### src/rtl/dcache_controller_if.sv
`default_nettype none
// ============================================================================
// Module   : dcache_controller_if
// Purpose  : CPU / tag-data SRAM / memory bus bundle for the D-cache controller.
// Revision : 1.0  initial release
// ============================================================================
interface dcache_controller_if #(
    parameter int ADDR_W  = 32,
    parameter int WORD_W  = 32,
    parameter int LINE_W  = 256,
    parameter int INDEX_W = 4,
    parameter int TAG_W   = 23
);
    // CPU side
    logic [ADDR_W-1:0]  cpu_addr_i;
    logic [WORD_W-1:0]  cpu_data_i;
    logic               cpu_MemRead_i;
    logic               cpu_MemWrite_i;
    logic [WORD_W-1:0]  cpu_data_o;
    logic               cpu_stall_o;

    // Tag/data SRAM side; tag word is {valid, dirty, tag}
    logic [INDEX_W-1:0] sram_addr_o;
    logic [TAG_W+1:0]   sram_tag_o;
    logic [LINE_W-1:0]  sram_data_o;
    logic               sram_enable_o;
    logic               sram_write_o;
    logic [TAG_W+1:0]   sram_tag_i;
    logic [LINE_W-1:0]  sram_data_i;
    logic               sram_hit_i;

    // Data memory side
    logic [ADDR_W-1:0]  mem_addr_o;
    logic [LINE_W-1:0]  mem_data_o;
    logic               mem_enable_o;
    logic               mem_write_o;
    logic [LINE_W-1:0]  mem_data_i;
    logic               mem_ack_i;

    modport master (
        input  cpu_addr_i, cpu_data_i, cpu_MemRead_i, cpu_MemWrite_i,
        input  sram_tag_i, sram_data_i, sram_hit_i,
        input  mem_data_i, mem_ack_i,
        output cpu_data_o, cpu_stall_o,
        output sram_addr_o, sram_tag_o, sram_data_o, sram_enable_o, sram_write_o,
        output mem_addr_o, mem_data_o, mem_enable_o, mem_write_o
    );

    modport slave (
        output cpu_addr_i, cpu_data_i, cpu_MemRead_i, cpu_MemWrite_i,
        output sram_tag_i, sram_data_i, sram_hit_i,
        output mem_data_i, mem_ack_i,
        input  cpu_data_o, cpu_stall_o,
        input  sram_addr_o, sram_tag_o, sram_data_o, sram_enable_o, sram_write_o,
        input  mem_addr_o, mem_data_o, mem_enable_o, mem_write_o
    );
endinterface
`default_nettype wire

### src/rtl/dcache_controller.sv
`default_nettype none
// ============================================================================
// Module   : dcache_controller
// Purpose  : Write-back / write-allocate L1 D-cache controller and miss FSM.
// Revision : 1.0  initial release
// ============================================================================
module dcache_controller #(
    parameter int ADDR_W  = 32,
    parameter int WORD_W  = 32,
    parameter int LINE_W  = 256,
    parameter int INDEX_W = 4,
    parameter int TAG_W   = 23
) (
    input  wire logic           clk_i,
    input  wire logic           rst_i,
    dcache_controller_if.master bus
);
    localparam int OFF_W  = $clog2(LINE_W / 8);
    localparam int WSEL_W = $clog2(LINE_W / WORD_W);
    localparam int BASE_W = $clog2(LINE_W);

    typedef enum logic [2:0] {
        S_IDLE       = 3'd0,
        S_MISS       = 3'd1,
        S_WRITEBACK  = 3'd2,
        S_READMISS   = 3'd3,
        S_READMISSOK = 3'd4
    } state_t;

    state_t              r_state;
    state_t              w_next;
    logic [TAG_W-1:0]    r_victim_tag;
    logic [LINE_W-1:0]   r_victim_line;

    logic                w_req;
    logic                w_store;
    logic [INDEX_W-1:0]  w_index;
    logic [TAG_W-1:0]    w_tag;
    logic [WSEL_W-1:0]   w_wsel;
    logic [BASE_W-1:0]   w_base;
    logic [LINE_W-1:0]   w_merged;
    logic                w_victim_dirty;
    logic [OFF_W-WSEL_W-1:0] w_unused_byte_bits;

    // A simultaneous read+write request is serviced as a store
    assign w_req          = bus.cpu_MemRead_i | bus.cpu_MemWrite_i;
    assign w_store        = bus.cpu_MemWrite_i;
    assign w_index        = bus.cpu_addr_i[OFF_W +: INDEX_W];
    assign w_tag          = bus.cpu_addr_i[OFF_W+INDEX_W +: TAG_W];
    assign w_wsel         = bus.cpu_addr_i[OFF_W-1 -: WSEL_W];
    assign w_base         = {w_wsel, {(BASE_W-WSEL_W){1'b0}}};
    assign w_victim_dirty = bus.sram_tag_i[TAG_W+1] & bus.sram_tag_i[TAG_W];
    assign w_unused_byte_bits = bus.cpu_addr_i[OFF_W-WSEL_W-1:0];

    assign bus.sram_enable_o = w_req;
    assign bus.sram_addr_o   = w_index;
    assign bus.mem_data_o    = r_victim_line;

    always_comb begin
        w_merged = bus.sram_data_i;
        w_merged[w_base +: WORD_W] = bus.cpu_data_i;
    end

    always_ff @(posedge clk_i or posedge rst_i) begin
        if (rst_i) begin
            r_state       <= S_IDLE;
            r_victim_tag  <= '0;
            r_victim_line <= '0;
        end else begin
            r_state <= w_next;
            if (r_state == S_MISS) begin
                r_victim_tag  <= bus.sram_tag_i[TAG_W-1:0];
                r_victim_line <= bus.sram_data_i;
            end
        end
    end

    always_comb begin
        w_next           = r_state;
        bus.cpu_stall_o  = 1'b1;
        bus.cpu_data_o   = '0;
        bus.sram_write_o = 1'b0;
        bus.sram_tag_o   = {1'b1, 1'b1, w_tag};
        bus.sram_data_o  = w_merged;
        bus.mem_enable_o = 1'b0;
        bus.mem_write_o  = 1'b0;
        bus.mem_addr_o   = {w_tag, w_index, {OFF_W{1'b0}}};
        case (r_state)
            S_IDLE: begin
                bus.cpu_stall_o = 1'b0;
                if (w_req) begin
                    if (bus.sram_hit_i) begin
                        if (w_store) begin
                            bus.sram_write_o = 1'b1;
                        end else begin
                            bus.cpu_data_o = bus.sram_data_i[w_base +: WORD_W];
                        end
                    end else begin
                        bus.cpu_stall_o = 1'b1;
                        w_next          = S_MISS;
                    end
                end
            end
            S_MISS: begin
                // SRAM presents the victim way on a miss
                w_next = w_victim_dirty ? S_WRITEBACK : S_READMISS;
            end
            S_WRITEBACK: begin
                bus.mem_enable_o = 1'b1;
                bus.mem_write_o  = 1'b1;
                bus.mem_addr_o   = {r_victim_tag, w_index, {OFF_W{1'b0}}};
                if (bus.mem_ack_i) begin
                    w_next = S_READMISS;
                end
            end
            S_READMISS: begin
                bus.mem_enable_o = 1'b1;
                if (bus.mem_ack_i) begin
                    bus.sram_write_o = 1'b1;
                    bus.sram_data_o  = bus.mem_data_i;
                    bus.sram_tag_o   = {1'b1, 1'b0, w_tag};
                    w_next           = S_READMISSOK;
                end
            end
            S_READMISSOK: begin
                w_next = S_IDLE;
            end
            default: begin
                w_next = S_IDLE;
            end
        endcase
    end

`ifndef SYNTHESIS
    a_inputs_stable_in_stall: assert property (@(posedge clk_i) disable iff (rst_i)
        bus.cpu_stall_o |=> $stable({bus.cpu_addr_i, bus.cpu_data_i,
                                     bus.cpu_MemRead_i, bus.cpu_MemWrite_i}));
`endif

endmodule
`default_nettype wire

### src/flat_wrapper.sv
// flat-port wrapper written by rule: the top's interface ports become plain ports
module dcache_controller_flat 
#(
    parameter int ADDR_W  = 32,
    parameter int WORD_W  = 32,
    parameter int LINE_W  = 256,
    parameter int INDEX_W = 4,
    parameter int TAG_W   = 23
)
  (clk_i, rst_i, bus_cpu_addr_i, bus_cpu_data_i, bus_cpu_MemRead_i, bus_cpu_MemWrite_i, bus_sram_tag_i, bus_sram_data_i, bus_sram_hit_i, bus_mem_data_i, bus_mem_ack_i, bus_cpu_data_o, bus_cpu_stall_o, bus_sram_addr_o, bus_sram_tag_o, bus_sram_data_o, bus_sram_enable_o, bus_sram_write_o, bus_mem_addr_o, bus_mem_data_o, bus_mem_enable_o, bus_mem_write_o);
  dcache_controller_if #(.ADDR_W(ADDR_W), .WORD_W(WORD_W), .LINE_W(LINE_W), .INDEX_W(INDEX_W), .TAG_W(TAG_W)) bus_i ();
  input  wire logic clk_i;
  input  wire logic rst_i;
  input wire logic [$bits(bus_i.cpu_addr_i)-1:0] bus_cpu_addr_i;
  input wire logic [$bits(bus_i.cpu_data_i)-1:0] bus_cpu_data_i;
  input wire logic [$bits(bus_i.cpu_MemRead_i)-1:0] bus_cpu_MemRead_i;
  input wire logic [$bits(bus_i.cpu_MemWrite_i)-1:0] bus_cpu_MemWrite_i;
  input wire logic [$bits(bus_i.sram_tag_i)-1:0] bus_sram_tag_i;
  input wire logic [$bits(bus_i.sram_data_i)-1:0] bus_sram_data_i;
  input wire logic [$bits(bus_i.sram_hit_i)-1:0] bus_sram_hit_i;
  input wire logic [$bits(bus_i.mem_data_i)-1:0] bus_mem_data_i;
  input wire logic [$bits(bus_i.mem_ack_i)-1:0] bus_mem_ack_i;
  output wire logic [$bits(bus_i.cpu_data_o)-1:0] bus_cpu_data_o;
  output wire logic [$bits(bus_i.cpu_stall_o)-1:0] bus_cpu_stall_o;
  output wire logic [$bits(bus_i.sram_addr_o)-1:0] bus_sram_addr_o;
  output wire logic [$bits(bus_i.sram_tag_o)-1:0] bus_sram_tag_o;
  output wire logic [$bits(bus_i.sram_data_o)-1:0] bus_sram_data_o;
  output wire logic [$bits(bus_i.sram_enable_o)-1:0] bus_sram_enable_o;
  output wire logic [$bits(bus_i.sram_write_o)-1:0] bus_sram_write_o;
  output wire logic [$bits(bus_i.mem_addr_o)-1:0] bus_mem_addr_o;
  output wire logic [$bits(bus_i.mem_data_o)-1:0] bus_mem_data_o;
  output wire logic [$bits(bus_i.mem_enable_o)-1:0] bus_mem_enable_o;
  output wire logic [$bits(bus_i.mem_write_o)-1:0] bus_mem_write_o;
  assign bus_i.cpu_addr_i = bus_cpu_addr_i;
  assign bus_i.cpu_data_i = bus_cpu_data_i;
  assign bus_i.cpu_MemRead_i = bus_cpu_MemRead_i;
  assign bus_i.cpu_MemWrite_i = bus_cpu_MemWrite_i;
  assign bus_i.sram_tag_i = bus_sram_tag_i;
  assign bus_i.sram_data_i = bus_sram_data_i;
  assign bus_i.sram_hit_i = bus_sram_hit_i;
  assign bus_i.mem_data_i = bus_mem_data_i;
  assign bus_i.mem_ack_i = bus_mem_ack_i;
  assign bus_cpu_data_o = bus_i.cpu_data_o;
  assign bus_cpu_stall_o = bus_i.cpu_stall_o;
  assign bus_sram_addr_o = bus_i.sram_addr_o;
  assign bus_sram_tag_o = bus_i.sram_tag_o;
  assign bus_sram_data_o = bus_i.sram_data_o;
  assign bus_sram_enable_o = bus_i.sram_enable_o;
  assign bus_sram_write_o = bus_i.sram_write_o;
  assign bus_mem_addr_o = bus_i.mem_addr_o;
  assign bus_mem_data_o = bus_i.mem_data_o;
  assign bus_mem_enable_o = bus_i.mem_enable_o;
  assign bus_mem_write_o = bus_i.mem_write_o;
  dcache_controller #(.ADDR_W(ADDR_W), .WORD_W(WORD_W), .LINE_W(LINE_W), .INDEX_W(INDEX_W), .TAG_W(TAG_W)) u_core (.clk_i(clk_i), .rst_i(rst_i), .bus(bus_i));
endmodule
### config.mk
export PLATFORM = sky130hd
export DESIGN_NAME = dcache_controller_flat
export DESIGN_NICKNAME = d
export VERILOG_FILES = /design/src/rtl/dcache_controller_if.sv /design/src/rtl/dcache_controller.sv /design/src/flat_wrapper.sv
export SDC_FILE = /design/constraint.sdc
export NUM_CORES = 1
export LEC_CHECK = 0
export BUFFER_PORTS_ARGS = -buffer_cell sky130_fd_sc_hd__buf_2
export CORE_AREA = 2 2 476 478
export DETAILED_ROUTE_END_ITERATION = 12
export DIE_AREA = 0 0 478 480
export HOLD_SLACK_MARGIN = 0.05
export SLEW_MARGIN = 25
export SYNTH_ARGS = -nofsm -noshare
export SYNTH_HDL_FRONTEND = slang
export SYNTH_SLANG_ARGS = --single-unit
### constraint.sdc
create_clock -name clk_i -period 20.7 [get_ports clk_i]
set_clock_uncertainty 0.1 [all_clocks]
set_input_delay 3.105 -clock clk_i [delete_from_list [all_inputs] [get_ports clk_i]]
set_output_delay 3.105 -clock clk_i [all_outputs]
set_load 0.02 [all_outputs]
==> impl_metrics.tcl <==
set metrics [dict create \
    peakVddDrop_v 0.0000943 \
    die_area_sq_um 229000 \
    switchingPower_mw 2.35 \
    crit_fanout 40 \
    clk_latency_ns 0.66 \
    vias_per_cell 3.90 \
    synth_cells 1770 \
    pwr-share-comb 0.591 \
    p_leak_nw 12.8 \
    clk_pin_slew_ns 0.05 \
    clock-sinks 282 \
    critPathLaunchType "input port" \
    rsz0062_at_grt "no" \
    num_rows 174 \
    clkPwrFrac 0.190 \
    hold_path.class "reg2reg" \
    post-route-util 0.133 \
    grt-ovfl-total 0 \
    synth.avg_cell_area_sq_um 10.7 \
    crit_required_ns 17.50 \
    async_reset_ff_frac 1.00 \
    critPathCaptureType "primary output" \
    cp_data_arrival_time_ns 6.85 \
    slew_headroom 0.248 \
    hpwl_um 210000 \
    post-route-period-util 0.486 \
    drt_first_pass_iters 6 \
    routabilityCongestion 0.895 \
    setup_viol 0 \
    synth_ff_type "dfrtp_1" \
    final_nets 3438 \
    grtUsageTotal 0.207 \
    post_cts_buffers 0 \
    cts_tree "yes" \
    ys_seq_area_frac 0.373 \
    ys_types 52 \
    tightestPinTransition_ns 1.13 \
    powerDensity_nw_per_um2 154 \
    ctsHtreeMaxLevel 2 \
    cap_violations 0 \
    initial_utilization 0.0844 \
    ant_nets 0 \
    grt_first_pass_wirelength_um 296000 \
    drc 0 \
    grt_max_degree 100 \
    holdBufCountCts 0 \
    synth_edf_count 0 \
    ys_ff_latch 282 \
    pin_count 1217 \
    maxSlewViolCount 0 \
    path_class "in2out" \
    hold_viol_final 0 \
    status "completed" \
    finalSetupTns_ns 0 \
    via_count 23300 \
    drive_above_1_share 0.610 \
    port_buffers 1196 \
    post_cts_resize_count 0 \
    cts-root-buf "clkbuf_16" \
    stdcell_area_sq_um 29700 \
    fill_cells 25700 \
    syn_area_sq_um 18900 \
    numCtsBuffers 47 \
    die_x_um 478 \
    intPower_mw 2.22 \
    fin_crit_ns 10.06 \
    max_freq_mhz 99.4 \
    antenna_found_initial 241 \
    syn_to_final_growth_pct 57.2 \
    p_sw_frac 0.514 \
    placed_area_sq_um 27800 \
    grt_pass1_vias 21900 \
    die_y_um 480 \
    drt-initial-drc-count 2799 \
    wire_per_inst_um 41.7 \
    synth_warnings 0 \
    coreArea_sq_um 224000 \
    seqPwrFrac 0.219 \
    finalWirelength_um 249000 \
    cts_buffer_depth 3 \
]
==> power groups by stage <==
stage / clock network, mW / registers (mW) / logic (mW)
CTS: 0.896 / 0.996 / 2.75
finish: 0.869 / 1.00 / 2.70
global route: 0.906 / 1.03 / 2.83
floorplan: 0 / 1.30 / 1.12
detailed placement: 0 / 1.00 / 2.74
global placement: 0 / 0.985 / 2.71
==> per-stage QoR <==
| stage | hold slack [ns] | cells | power (mW) | setup WS (ns) |
|---|---|---|---|---|
| final | 0.399 | 5973 | 4.58 | 10.64 |
| after global routing | 0.411 | 5901 | 4.77 | 10.50 |
| after CTS | 0.402 | 5853 | 4.64 | 10.60 |
| after detailed placement | 0.390 | 5767 | 3.74 | 10.60 |
| after global placement | 0.383 | 5765 | 3.70 | 10.65 |
| after floorplan | 0.375 | 1774 | 2.42 | 9.72 |
==> synthesized netlist by cell type, drive strengths merged (13+ instances only) <==
cell type	number	area, sq um
mux2	302	3400
dfrtp	282	7060
buf	169	1040
nand2	155	582
a221o	141	1410
and2	128	801
a21oi	105	533
nor2	93	349
clkbuf	70	278
mux4	64	1440
o211ai	64	631
o21ai	52	260
a31oi	34	243
inv	20	75.1
a221oi	19	166
and3	13	81.3
o221ai	13	114
==> registers in the layout (all words and copies together) (netlist names) <==
name,count
u_core.bus.mem_data_o,256
u_core.r_victim_tag,23
u_core.r_state,3
==> critical path, cell delays in order <==
cell      delay (ns)
buf_6           0.39
inv_1           0.16
ha_1            0.25
ha_1            0.65
or3b_2          0.24
buf_4           0.55
or2_4           0.84
o211ai_2        0.21
buf_2           0.25
==> cell usage in the layout (no fill, tap or decap), types with 6 or more instances in the layout <==
cell | Yosys | final
buf_2 | 97 | 1194
mux2_2 | 302 | 302
dfrtp_1 | 282 | 282
nand2_1 | 155 | 155
a221o_1 | 141 | 141
diode_2 | 0 | 119
a21oi_1 | 103 | 103
nor2_1 | 93 | 91
and2_0 | 79 | 79
mux4_2 | 64 | 64
o21ai_0 | 52 | 52
and2_1 | 49 | 49
clkbuf_16 | 0 | 49
buf_4 | 47 | 40
o211ai_1 | 34 | 34
a31oi_1 | 32 | 32
o211ai_2 | 30 | 30
a221oi_1 | 19 | 19
inv_1 | 19 | 17
o221ai_1 | 13 | 13
and3_1 | 13 | 13
clkbuf_1 | 58 | 8
inv_6 | 0 | 8
ha_1 | 6 | 6
conb_1 | 2 | 6
clkbuf_8 | 0 | 6
==> kinds of logic (layout without fill, tap and decap cells) <==
logic type,Yosys count,count (layout),share of synthesized area
compound gates,431,431,0.180
xor+xnor,1,1,0.000463
fa+ha+maj,6,6,0.00397
buf+inv,259,1347,0.0739
flops,282,282,0.373
mux,366,366,0.256
other cells,2,125,0.000397
simple gates,423,423,0.112
==> metal layers <==
layer	up-vias	wire, um	GRT usage
met5	-	709	0
met4	108	11500	0.0832
met3	552	37200	0.123
met2	2087	103000	0.304
met1	11700	96700	0.244
li1	8850	-	-
==> area by class of cell <==
cell class	count	area, sq um	share of cell area
multi-input combinational	1233	10600	0.355
sequential	282	7060	0.237
timing repair buffer	1241	6380	0.215
tap	2992	3740	0.126
clock buffer	63	1340	0.0450
antenna	119	298	0.0100
clock inverter	23	269	0.00905
inverter	20	90.1	0.00303
==> worst paths after layout <==
path	start	depth (start not counted)	slack [ns]	to
max in group asynchronous	rst_i	4	15.68	u_core.r_victim_tag[12]
min in group asynchronous	rst_i	2	2.49	u_core.bus.mem_data_o[230]
worst max register to register	u_core.r_state[0]	5	16.89	u_core.bus.mem_data_o[167]
worst max-delay path	bus_cpu_addr_i[3]	9	10.64	bus_sram_data_o[16]
worst min register to register	u_core.bus.mem_data_o[6]	1	0.40	u_core.bus.mem_data_o[6]
worst min-delay path	u_core.bus.mem_data_o[6]	1	0.40	u_core.bus.mem_data_o[6]
No activity file was read; power rests on OpenSTA's default activity.
